==> config.mk <==
export PLATFORM = sky130hd
export DESIGN_NAME = mod192_reduce_pipe
export DESIGN_NICKNAME = d
export VERILOG_FILES = /design/src/rtl/mod192_reduce_pipe_pkg.sv /design/src/rtl/mod192_reduce_pipe_pd.sv /design/src/rtl/mod192_reduce_pipe.sv
export SDC_FILE = /design/constraint.sdc
export NUM_CORES = 1
export LEC_CHECK = 0
export ABC_AREA = 0
export CORE_MARGIN = 3
export CORE_UTILIZATION = 45
export DETAILED_ROUTE_END_ITERATION = 12
export PLACE_DENSITY_LB_ADDON = 0.25
export SKIP_LAST_GASP = 1
export SYNTH_ARGS = -nofsm -noshare
export SYNTH_HDL_FRONTEND = slang
export SYNTH_HIERARCHICAL = 1
export SYNTH_SLANG_ARGS = --single-unit
==> constraint.sdc <==
create_clock -name clk -period 16.55 [get_ports clk]
set_clock_uncertainty 0.05 [all_clocks]
set_input_delay 1.655 -clock clk [delete_from_list [all_inputs] [get_ports clk]]
set_output_delay 1.655 -clock clk [all_outputs]
set_load 0.01 [all_outputs]
==> src/rtl/mod192_reduce_pipe_pkg.sv <==
// Shared constants for the 192-bit to 64-bit Goldilocks-prime reduction pipeline.
package mod_pkg;

    localparam int D_W     = 192;   // operand width
    localparam int P_W     = 64;    // residue width
    localparam int CHUNK_W = 32;    // width of each operand chunk a..f

    // Bit offsets of the 32-bit chunks inside the 192-bit operand
    localparam int OFF_A = 160;
    localparam int OFF_B = 128;
    localparam int OFF_C = 96;
    localparam int OFF_D = 64;
    localparam int OFF_E = 32;
    localparam int OFF_F = 0;

    localparam int SUM_W  = 65;     // t1 / t4: sum of two 64-bit values
    localparam int DIFF_W = 66;     // t6: signed t1 - t4
    localparam int CAND_W = 68;     // signed t6 + k*p, k in -2..3

    localparam int STAGES = 4;      // operand capture, S1, S2, S3

    localparam logic [P_W-1:0] PRIME_P = 64'hFFFFFFFF00000001;

endpackage

==> src/rtl/mod192_reduce_pipe_pd.sv <==
// Operand pre-decomposition: splits the 192-bit operand into the four 64-bit
// terms of the reduction identity and supplies bitwise-inverted forms used by
// the downstream subtractors.
module Mod192PD
    import mod_pkg::*;
(
    input  logic [D_W-1:0]    a_in,
    input  logic [SUM_W-1:0]  n_in,
    input  logic [DIFF_W-1:0] t6_in,
    output logic [P_W-1:0]    ef_d,
    output logic [P_W-1:0]    da_d,
    output logic [P_W-1:0]    bc_d,
    output logic [P_W-1:0]    ad_d,
    output logic [SUM_W-1:0]  n_inv,
    output logic [DIFF_W-1:0] t6_inv
);

    logic [CHUNK_W-1:0] ch_a, ch_b, ch_c, ch_d, ch_e, ch_f;

    // Chunk split, term concatenation and operand inversion
    always_comb begin
        ch_a   = a_in[OFF_A +: CHUNK_W];
        ch_b   = a_in[OFF_B +: CHUNK_W];
        ch_c   = a_in[OFF_C +: CHUNK_W];
        ch_d   = a_in[OFF_D +: CHUNK_W];
        ch_e   = a_in[OFF_E +: CHUNK_W];
        ch_f   = a_in[OFF_F +: CHUNK_W];
        ef_d   = {ch_e, ch_f};
        da_d   = {ch_d, ch_a};
        bc_d   = {ch_b, ch_c};
        ad_d   = {ch_a, ch_d};
        n_inv  = ~n_in;
        t6_inv = ~t6_in;
    end

endmodule

==> src/rtl/mod192_reduce_pipe.sv <==
// Pipelined reduction of a 192-bit operand modulo p = 2^64 - 2^32 + 1.
// Uses 2^96 == -1 (mod p): A == {e,f} + {d,a} - {b,c} - {a,d}.
// Stages: operand capture -> S1 (t1, t4) -> S2 (t6 = t1 - t4) -> S3 (t6 + k*p).
// A single output-held stall freezes the whole pipe.
module mod192_reduce_pipe
    import mod_pkg::*;
#(
    parameter int                   D_WIDTH = 192,
    parameter int                   P_WIDTH = 64,
    parameter logic [P_WIDTH-1:0]   PRIME   = PRIME_P
) (
    input  logic               clk,
    input  logic               rst,
    input  logic [D_WIDTH-1:0] A_in,
    input  logic               valid_in,
    output logic               ready_out,
    output logic [P_WIDTH-1:0] Res_out,
    output logic               valid_out,
    input  logic               ready_in
);

    logic [STAGES-1:0]  vld_pipe_q, vld_pipe_d;
    logic [D_WIDTH-1:0] op_q, op_d;
    logic [SUM_W-1:0]   t1_q, t1_d, t4_q, t4_d;
    logic [DIFF_W-1:0]  t6_q, t6_d;
    logic [P_WIDTH-1:0] res_q, res_d, res_sel;

    logic [P_W-1:0]     ef, da, bc, ad;
    logic [SUM_W-1:0]   t4_inv;
    logic [DIFF_W-1:0]  t6_inv;

    logic               adv;
    logic [CAND_W-1:0]  p1, p2, p3, t6_sx, t6n_sx;
    logic [CAND_W-1:0]  cand [6];

    Mod192PD u_pd (
        .a_in   (op_q),
        .n_in   (t4_q),
        .t6_in  (t6_q),
        .ef_d   (ef),
        .da_d   (da),
        .bc_d   (bc),
        .ad_d   (ad),
        .n_inv  (t4_inv),
        .t6_inv (t6_inv)
    );

    // Output-held stall; everything advances together when not stalled
    always_comb begin
        adv       = !(vld_pipe_q[STAGES-1] && !ready_in);
        ready_out = adv;
        valid_out = vld_pipe_q[STAGES-1];
        Res_out   = res_q;
    end

    // S3 candidates t6 + k*p for k = -2..3; negative k subtracts via ~(~t6 + |k|p)
    always_comb begin
        p1      = CAND_W'(PRIME);
        p2      = p1 << 1;
        p3      = p2 + p1;
        t6_sx   = {{(CAND_W-DIFF_W){t6_q[DIFF_W-1]}}, t6_q};
        t6n_sx  = {{(CAND_W-DIFF_W){t6_inv[DIFF_W-1]}}, t6_inv};
        cand[0] = ~(t6n_sx + p2);
        cand[1] = ~(t6n_sx + p1);
        cand[2] = t6_sx;
        cand[3] = t6_sx + p1;
        cand[4] = t6_sx + p2;
        cand[5] = t6_sx + p3;
        res_sel = '0;
        for (int i = 0; i < 6; i++) begin
            if (!cand[i][CAND_W-1] && (cand[i] < p1))
                res_sel = cand[i][P_WIDTH-1:0];
        end
    end

    // Next-state: valid shift and per-stage data loads gated by incoming valid
    always_comb begin
        vld_pipe_d = vld_pipe_q;
        op_d       = op_q;
        t1_d       = t1_q;
        t4_d       = t4_q;
        t6_d       = t6_q;
        res_d      = res_q;
        if (adv) begin
            vld_pipe_d = {vld_pipe_q[STAGES-2:0], valid_in};
            if (valid_in)
                op_d = A_in;
            if (vld_pipe_q[0]) begin
                t1_d = {1'b0, ef} + {1'b0, da};
                t4_d = {1'b0, bc} + {1'b0, ad};
            end
            // t1 - t4 as t1 + ~t4 + 1, sign-extended to 66 bits
            if (vld_pipe_q[1])
                t6_d = {1'b0, t1_q} + {1'b1, t4_inv} + DIFF_W'(1);
            if (vld_pipe_q[2])
                res_d = res_sel;
        end
    end

    // State registers; reset clears valids and the visible result
    always_ff @(posedge clk) begin
        if (rst) begin
            vld_pipe_q <= '0;
            res_q      <= '0;
        end else begin
            vld_pipe_q <= vld_pipe_d;
            res_q      <= res_d;
        end
        op_q <= op_d;
        t1_q <= t1_d;
        t4_q <= t4_d;
        t6_q <= t6_d;
    end

endmodule

# ---- Word level (Yosys, flattened, before mapping)
# Cells that the tools add are included.
# Widths: inputs -> output; s select.
dict set report classes {
  mul 0
  n_bitwise 5
  n_mux 6
  addsub 9
  n_div 0
  n_shift 0
  order_cmp 6
  reduce_logical 19
  n_eq_ne 0
}
# cell n
set ops {}
lappend ops {{$lt 68x64->1 const B} 6}
lappend ops {{$mux 64} 6}
lappend ops {{$not 68->68} 2}
lappend ops {{$add 66x65->67 const B} 2}
lappend ops {{$add 66x66->67 const B} 2}
lappend ops {{$add 64x64->65} 2}
lappend ops {{$add 66x67->68 const B} 1}
lappend ops {{$add 65x66->66} 1}
lappend ops {{$add 66x1->66 const B} 1}
lappend ops {{$not 66->66} 1}
lappend ops {{$not 65->65} 1}
lappend ops {{$logic_not 1->1} 8}
lappend ops {{$reduce_and 2->1} 4}
lappend ops {{$logic_and 1x1->1} 7}
lappend ops {{$not 1->1} 1}
dict set report word_totals {
  ramBits 0
  latch_bits 0
  mem_bits_ro 0
  register_bits 456
  mem_count 0
}

# ---- Depth between registers and ports, before layout
# Gate-level depths: netlist of run 1.
dict set report depth {
  word_depth 11
  ltp_mapped 19
  ltp_nobuf 18
}

# ---- Modules after synthesis
# The synthesis of run 1 kept the hierarchy.
# module area_per_inst_um2 cells_per_inst seq_area_each_um2 instances
set by_module_without_submodules {}
lappend by_module_without_submodules {mod192_reduce_pipe 35257.6 3921 13012.5 1}
lappend by_module_without_submodules {Mod192PD 2413.6 387 0.0 1}

# ---- Worst setup path before layout of run 1
# OpenSTA, ideal clock, no wires.
dict set report synth_path {
  path_kind {in2reg}
  from {input port ready_in}
  to {register op_q[0] (enable)}
  cell_stages 3
  required_time_ps 15925
  setup_ps 575
  arrival_time_ps 6532
  slack_ps 9393
  path_buffers 1
  cell_sequence {nand2b_1 > clkbuf_1 > and2_1}
}
dict set report synth_between {
  elab_chain_cells 4
}
# item line_no
set synth_rtl {}
lappend synth_rtl {{start: declaration} mod192_reduce_pipe.sv:19} ;# input logic ready_in
lappend synth_rtl {{$logic_not 1->1} mod192_reduce_pipe.sv:50} ;# adv = !(vld_pipe_q[STAGES-1] && !ready_in);
lappend synth_rtl {{$logic_and 1x1->1} mod192_reduce_pipe.sv:50}
lappend synth_rtl {{$not 1->1 (no source line)} n/a}
lappend synth_rtl {{$reduce_and 2->1 (no source line)} n/a}
lappend synth_rtl {{end signal: assignment} mod192_reduce_pipe.sv:109} ;# op_q <= op_d;
lappend synth_rtl {{end: declaration} mod192_reduce_pipe.sv:23} ;# logic [D_WIDTH-1:0] op_q, op_d;
# No other way between the ends.
# A chain may end at the register's enable or synchronous reset.

# ---- Worst setup path in the final report of run 1
dict set report layout_path {
  from {register t6_q[6]}
  to {register res_q[27] (netlist: Res_out[27])}
}
dict set report layout_between {
  elab_chain_cells 11
  word_cells_on_any_way 31
  classes_between {add/sub: 5; order compare: 6; mux: 6; bitwise: 3; reduce/logical: 11}
}
# item line_no
set layout_rtl {}
lappend layout_rtl {{start: declaration} mod192_reduce_pipe.sv:25} ;# logic [DIFF_W-1:0] t6_q, t6_d;
lappend layout_rtl {{start signal: assignment} mod192_reduce_pipe.sv:112} ;# t6_q <= t6_d;
lappend layout_rtl {{$not 66->66} mod192_reduce_pipe_pd.sv:33} ;# t6_inv = ~t6_in;
lappend layout_rtl {{$add 66x66->67} mod192_reduce_pipe.sv:63} ;# cand[0] = ~(t6n_sx + p2);
lappend layout_rtl {{$not 68->68} mod192_reduce_pipe.sv:63}
lappend layout_rtl {{$lt 68x64->1 or $logic_not 1->1 (tied branches)} mod192_reduce_pipe.sv:71} ;# if (!cand[i][CAND_W-1] && (cand[i] < p1))
lappend layout_rtl {{$logic_and 1x1->1} mod192_reduce_pipe.sv:71}
lappend layout_rtl {{$mux 64 (5 in series)} mod192_reduce_pipe.sv:71}
lappend layout_rtl {{$mux 64 (*)} mod192_reduce_pipe.sv:71}
lappend layout_rtl {{end signal: assignment} mod192_reduce_pipe.sv:107} ;# res_q <= res_d;
lappend layout_rtl {{end: declaration} mod192_reduce_pipe.sv:26} ;# logic [P_WIDTH-1:0] res_q, res_d, res_sel;
# Every way passes the cells marked *; elsewhere a longest branch is shown, timed or not.

==> summary.txt, run 1 <==
Place
  • Port Buf Inserts: around 260
  • Hpwl dp: between 100000 and 150000 µm
  • Final Wtd Congestion: between 1 and 1.5
  • Post-Place Cells: approximately 5200

Routing
  • Iter 0 DRT Violations: 3917
  • DRC errors left: 0
  • Routed wl met2: ~64000 µm
  • Vias: 33900
  • Wire length on met1: 58400 µm
  • WL/cell: about 27 µm
  • WL final: ~140000 µm
  • Remaining antenna violation count: 0
  • Via-to-Cell Ratio: between 6 and 7
  • Routed wl met3: ~12000 µm
  • Detailed Routing Iterations Pass 1: 8
  • Top sig layer: met4

Global routing
  • First-pass GRT wire length: 208000 µm
  • Largest net degree at the start of global routing: 78
  • Antenna violations before repair: 2
  • GRT overflow: 0
  • Vias in the first global route: 31700
  • GR Util All Layers: 0.315

Timing
  • Slew @ Worst Pin: 1.14 ns
  • Final Hold Fails: 0
  • Slew Viols, Final: 0
  • Unrepaired setup endpoints after global routing: false
  • Tcrit/Tclk final: 0.442
  • Final Critical Period: ~7.3 ns
  • Final setup viols: 0
  • Rel. slew slack: 0.219
  • Fmax: 137 MHz
  • Final TNS setup: 0 ns
  • Fin Hold WS: about 0.40 ns

Clock tree
  • H-tree depth: 2
  • Clock latency at the later pin of the worst-skew pair: around 0.63 ns
  • TritonCTS clock tree: yes
  • CTS max path bufs: 3
  • Clk Tree Root Cell: clkbuf_16
  • Cts bufs inserted: 54
  • Clk slew on worst S/H paths: about 0.07 ns
  • # clock sinks: between 400 and 500
  • # resized after CTS: 0
  • # hold bufs at CTS: 0
  • Setup bufs post-CTS: 0

Setup path
  • Most used cell, CP: buf_4
  • Crit-path cells: nand4_1 > or4_1 > o31ai_2 > o31a_1 > o22ai_1 > nor4_1 > o311ai_1 > o21ai_4 > buf_4 > buf_4 > nand2_2 > a21oi_1 > a221oi_1 > a211oi_1
  • CP Capture Type: flip-flop
  • Worst EP arrival: 7.80 ns
  • Slowest stage delay, CP: between 0.9 and 1 ns
  • Crit path launch type: flip-flop
  • Critical Path RT: roughly 17 ns
  • CP max FO: slightly above 50
  • Crit path kind: flip-flop to flip-flop
  • CP top delay family: compound AO/OA/AOI/OAI gates
  • WP buf/inv: 2
  • CP max stage cell: or4_1

Die
  • Die height: between 200 and 300 µm
  • Ports: about 260
  • Starting density of the core: 0.457
  • Total die area: 87200 µm²
  • Std cell rows: roughly 110
  • Core area: 82500 µm²
  • Die X: a little under 300 µm

Layout
  • Layout cells sized above 1: 0.0588
  • Multi-input logic area: roughly 21000 µm²
  • Area delta synth->final: 9.12%
  • Filler cells: about 7900
  • Commonest non-fill, non-tap cell in the layout: edfxtp_1
  • Final cell count without fillers: roughly 5300
  • Antenna cells: 0
  • Nets: roughly 4600
  • Register area: 13000 µm²
  • Most frequent cells in the layout: edfxtp_1 (388), a21oi_1 (322), nand2_1 (315)

Yosys
  • #FFs+latches synth: 456
  • Post-Synthesis Net Count: about 4700
  • Synthesized area per cell: 8.74 µm²
  • Post-Synthesis Cells: around 4300
  • Sequential share of the synthesized area: 0.345
  • Share of the synthesized area in the top cell type: 0.309
  • Top_reg_cell synth: edfxtp_1
  • Synth warn: 6
  • Yosys top cell by area: edfxtp_1
  • Share of flip-flops with an asynchronous set or reset: 0
  • Synthesized area: roughly 38000 µm²
  • Unique masters post-synth: 108
  • Area contributors post-synth: edfxtp_1 (31%), ha_1 (6.7%), buf_4 (5.2%)
  • Number of enable flip-flop cells after synthesis: approximately 390

Power
  • Pwr/cell area: approximately 86 nW/µm²
  • VDD IR-drop max: 83.8 µV
  • Leak: around 15 nW

Worst hold path
  • Hold Crit Class: flip-flop to flip-flop

Outcome
  • Status: complete, no violations

Flow run
  • Max-cap viol count: 0
-- worst min-delay path, cell delays in order (launching register included) --
cell,delay [ns]
dfxtp_1,0.31
nand2_1,0.05
a21oi_1,0.05
-- final cells by class --
cell class | count | share of cell area
inverters | 221 | 0.0202
clock buffers | 62 | 0.0341
multi-input cells | 3166 | 0.512
clock inverters | 38 | 0.00904
repair buffers | 327 | 0.0755
well taps | 1070 | 0.0326
flip-flops and latches | 456 | 0.317
-- cells by family (layout without fill, tap and decap cells) --
family / after synthesis / after routing / synth area share
compound gates: 1197 / 1197 / 0.208
xor+xnor: 330 / 330 / 0.0769
fa+ha+maj: 205 / 205 / 0.0687
buf+inv: 686 / 648 / 0.0976
flops: 456 / 456 / 0.345
mux: 35 / 35 / 0.00957
simple gates: 1399 / 1399 / 0.194
-- metrics by stage --
step / cell area (µm²) / utilization / total power [W] / setup slack (ns)
after floorplan: 37700 / - / 0.00208 / 9.39
after global placement: 39300 / 0.477 / 0.00234 / 9.56
after detailed placement: 39300 / 0.477 / 0.00235 / 9.44
after CTS: 41100 / 0.498 / 0.00355 / 9.42
after global routing: 41100 / 0.498 / 0.00370 / 8.94
final: 41100 / 0.498 / 0.00354 / 9.24
-- worst paths after layout --
path | from | end | slack [ns] | cells past startpoint
max | t6_q[6] | Res_out[27] | 9.24 | 14
min | Res_out[47] | Res_out[47] | 0.40 | 2
max reg2reg | t6_q[6] | Res_out[27] | 9.24 | 14
min reg2reg | Res_out[47] | Res_out[47] | 0.40 | 2
-- where the power goes --
| group | switching [W] | internal, W | leakage (nW) |
|---|---|---|---|
| Combinational | 0.000558 | 0.000353 | 9.90 |
| Clock | 0.000506 | 0.000688 | 0.841 |
| Sequential | 0.0000707 | 0.00136 | 4.25 |
-- registers in the layout, indices dropped and copies added (netlist names) --
signal	flops
t4_q	65
t6_q	66
op_q	192
Res_out	64
vld_pipe_q	4
t1_q	65
-- synth_stat cells (all sizes together), types with 117 or more instances --
library cell and instances:
nand4 117, a21oi 322, nor3 146, nand2 321, inv 219, clkbuf 139, o21ai 254, buf 326
edfxtp 388, nand3 128, xnor2 219, ha 202, nor2 285
-- layer usage --
layer | track usage | vias to the layer above
met4 | 0.157 | 0
met2 | 0.505 | 1923
met5 | 0 | -
li1 | - | 15600
met1 | 0.418 | 15900
met3 | 0.0463 | 387
Power figures use the tool's default switching activity.
==> run 2, diff against run 1 <==
==> constraint.sdc (replaced) <==
create_clock -name clk -period 7.4 [get_ports clk]
set_clock_uncertainty 0.05 [all_clocks]
set_input_delay 0.74 -clock clk [delete_from_list [all_inputs] [get_ports clk]]
set_output_delay 0.74 -clock clk [all_outputs]
set_load 0.01 [all_outputs]
==> run 2 against run 1 <==
  * Critical path type unchanged
  * Total power up 120%
  * Utilization up 0.42 points
  * Setup slack worse by 8.2 ns
  * Largest cell class unchanged
  * Final cell count up 0.94%
  * Critical path depth unchanged
  * Clock power up 120%
  * Combinational power up 130%
  * Hold slack worse by 0.0089 ns
  * Routed wire length up 3.1%
  * Via count up 0.79%
  * Fmax up 14%
==> summary.txt, run 2 (synthesized netlist as in run 1, its figures left out) <==
Place
  • Port Buf Inserts: ~260
  • Hpwl dp: between 100000 and 150000 µm
  • Final Wtd Congestion: ~1.1
  • Post-Place Cells: 5293

Global routing
  • First-pass GRT wire length: roughly 210000 µm
  • Antenna violations before repair: 0
  • GRT overflow: 0
  • GR Util All Layers: 0.327
  • Largest net degree at the start of global routing: 153
  • Vias in the first global route: 32500

Layout
  • Multi-input logic area: roughly 21000 µm²
  • Filler cells: between 7000 and 8000
  • Largest register by flop count: op_q
  • Nets: around 4700
  • Most frequent cells in the layout: edfxtp_1 (388), a21oi_1 (322), nand2_1 (315)
  • Layout cells sized above 1: 0.0708
  • Area delta synth->final: 10.0%
  • Antenna cells: 0
  • Max reg flops: ~190
  • Commonest non-fill, non-tap cell in the layout: edfxtp_1
  • Register area: roughly 13000 µm²
  • Final cell count without fillers: about 5400
  • Regs by FF count: op_q x192, t6_q x66

Routing
  • WL/cell: 27.2 µm
  • Detailed Routing Iterations Pass 1: 6
  • WL final: between 100000 and 150000 µm
  • DRC errors left: 0
  • Remaining antenna violation count: 0
  • Iter 0 DRT Violations: ~3600
  • Via-to-Cell Ratio: around 6.3
  • Vias: 34100

Setup path
  • Depth of the worst register-to-register path: 14
  • Crit path launch type: flip-flop
  • Crit path kind: flip-flop to flip-flop
  • Critical Path RT: ~7.9 ns
  • CP Capture Type: flip-flop
  • Worst EP arrival: about 7 ns
  • CP max FO: 59

Worst hold path
  • Hold Crit Class: flip-flop to flip-flop
  • Hold Path Depth: 2

Clock tree
  • CTS max path bufs: 3
  • Clock latency at the later pin of the worst-skew pair: around 0.63 ns
  • H-tree depth: 2
  • Setup bufs post-CTS: 0
  • TritonCTS clock tree: yes
  • # clock sinks: about 460
  • # resized after CTS: 0
  • # hold bufs at CTS: 0
  • Clk slew on worst S/H paths: around 0.06 ns
  • Cts bufs inserted: 53
  • Clk Tree Root Cell: clkbuf_16

Timing
  • Fmax: between 150 and 200 MHz
  • Final TNS setup: 0 ns
  • Final Hold Fails: 0
  • Final Critical Period: approximately 6.4 ns
  • Rel. slew slack: 0.196
  • Slew @ Worst Pin: 1.20 ns
  • Tcrit/Tclk final: 0.864
  • Slew Viols, Final: 0
  • Final setup viols: 0
  • Unrepaired setup endpoints after global routing: false

Power
  • Pwr/cell area: 190 nW/µm²
  • VDD IR-drop max: 207 µV
  • Leak: 15.2 nW

Die
  • Core area: roughly 83000 µm²
  • Die height: slightly below 300 µm
  • Starting density of the core: 0.457
  • Std cell rows: approximately 110
  • Ports: 262
  • Die X: 295 µm
  • Total die area: between 80000 and 90000 µm²

Outcome
  • Status: complete, no violations

Flow run
  • Max-cap viol count: 0
## run 2: report_power, final
group	total, W	internal [W]	switching (W)
clock	0.00260	0.00148	0.00113
combinational	0.00206	0.000808	0.00126
sequential	0.00321	0.00305	0.000164
total	0.00788	0.00533	0.00255
## run 2: metrics by stage
stage / setup WS (ns) / power (W) / util / instance area, µm² / hold slack [ns]
floorplan: 1.16 / 0.00466 / - / 37700 / 0.397
global placement: 1.33 / 0.00528 / 0.482 / 39700 / 0.390
detailed placement: 1.26 / 0.00528 / 0.482 / 39700 / 0.389
CTS: 1.21 / 0.00789 / 0.502 / 41500 / 0.397
global route: 0.944 / 0.00822 / 0.502 / 41500 / 0.412
finish: 1.01 / 0.00788 / 0.502 / 41500 / 0.390
## run 2: final cells by class
class / instances / share of cell area
timing repair buffer: 380 / 0.0851
multi-input combinational: 3166 / 0.508
sequential: 456 / 0.314
clock inverter: 27 / 0.00761
inverter: 221 / 0.0200
tap: 1070 / 0.0323
clock buffer: 70 / 0.0335
## run 2: final timing paths
| kind | to | slack [ns] | startpoint |
|---|---|---|---|
| worst max register to register | Res_out[11] | 1.01 | t6_q[8] |
| worst min-delay path | Res_out[46] | 0.39 | Res_out[46] |
| worst min register to register | Res_out[46] | 0.39 | Res_out[46] |
| worst max-delay path | Res_out[11] | 1.01 | t6_q[8] |
## run 2: worst max-delay path, cell delays in order, from the launching register on
cell and delay (ns):
edfxtp_1 0.69, nand2_1 0.37, or4_1 0.88, o31ai_2 1.08
o31a_1 0.21, o22ai_1 0.09, nor4_1 0.54, o311ai_1 0.31
o21ai_4 0.30, buf_12 0.32, and2_2 0.37, nand2_1 0.24
nor2_2 0.38, a211oi_1 0.14, nor4_1 0.28
## run 2: routing by layer
layer  vias up  part of all wire  GRT usage  wire (µm)
li1      15700                 -          -          -
met3       413             0.074     0.0452      10800
met5         -                 0          0          0
met2      1804              0.45      0.533      66300
met1     16200              0.41      0.423      59900
met4         0             0.064      0.175       9390
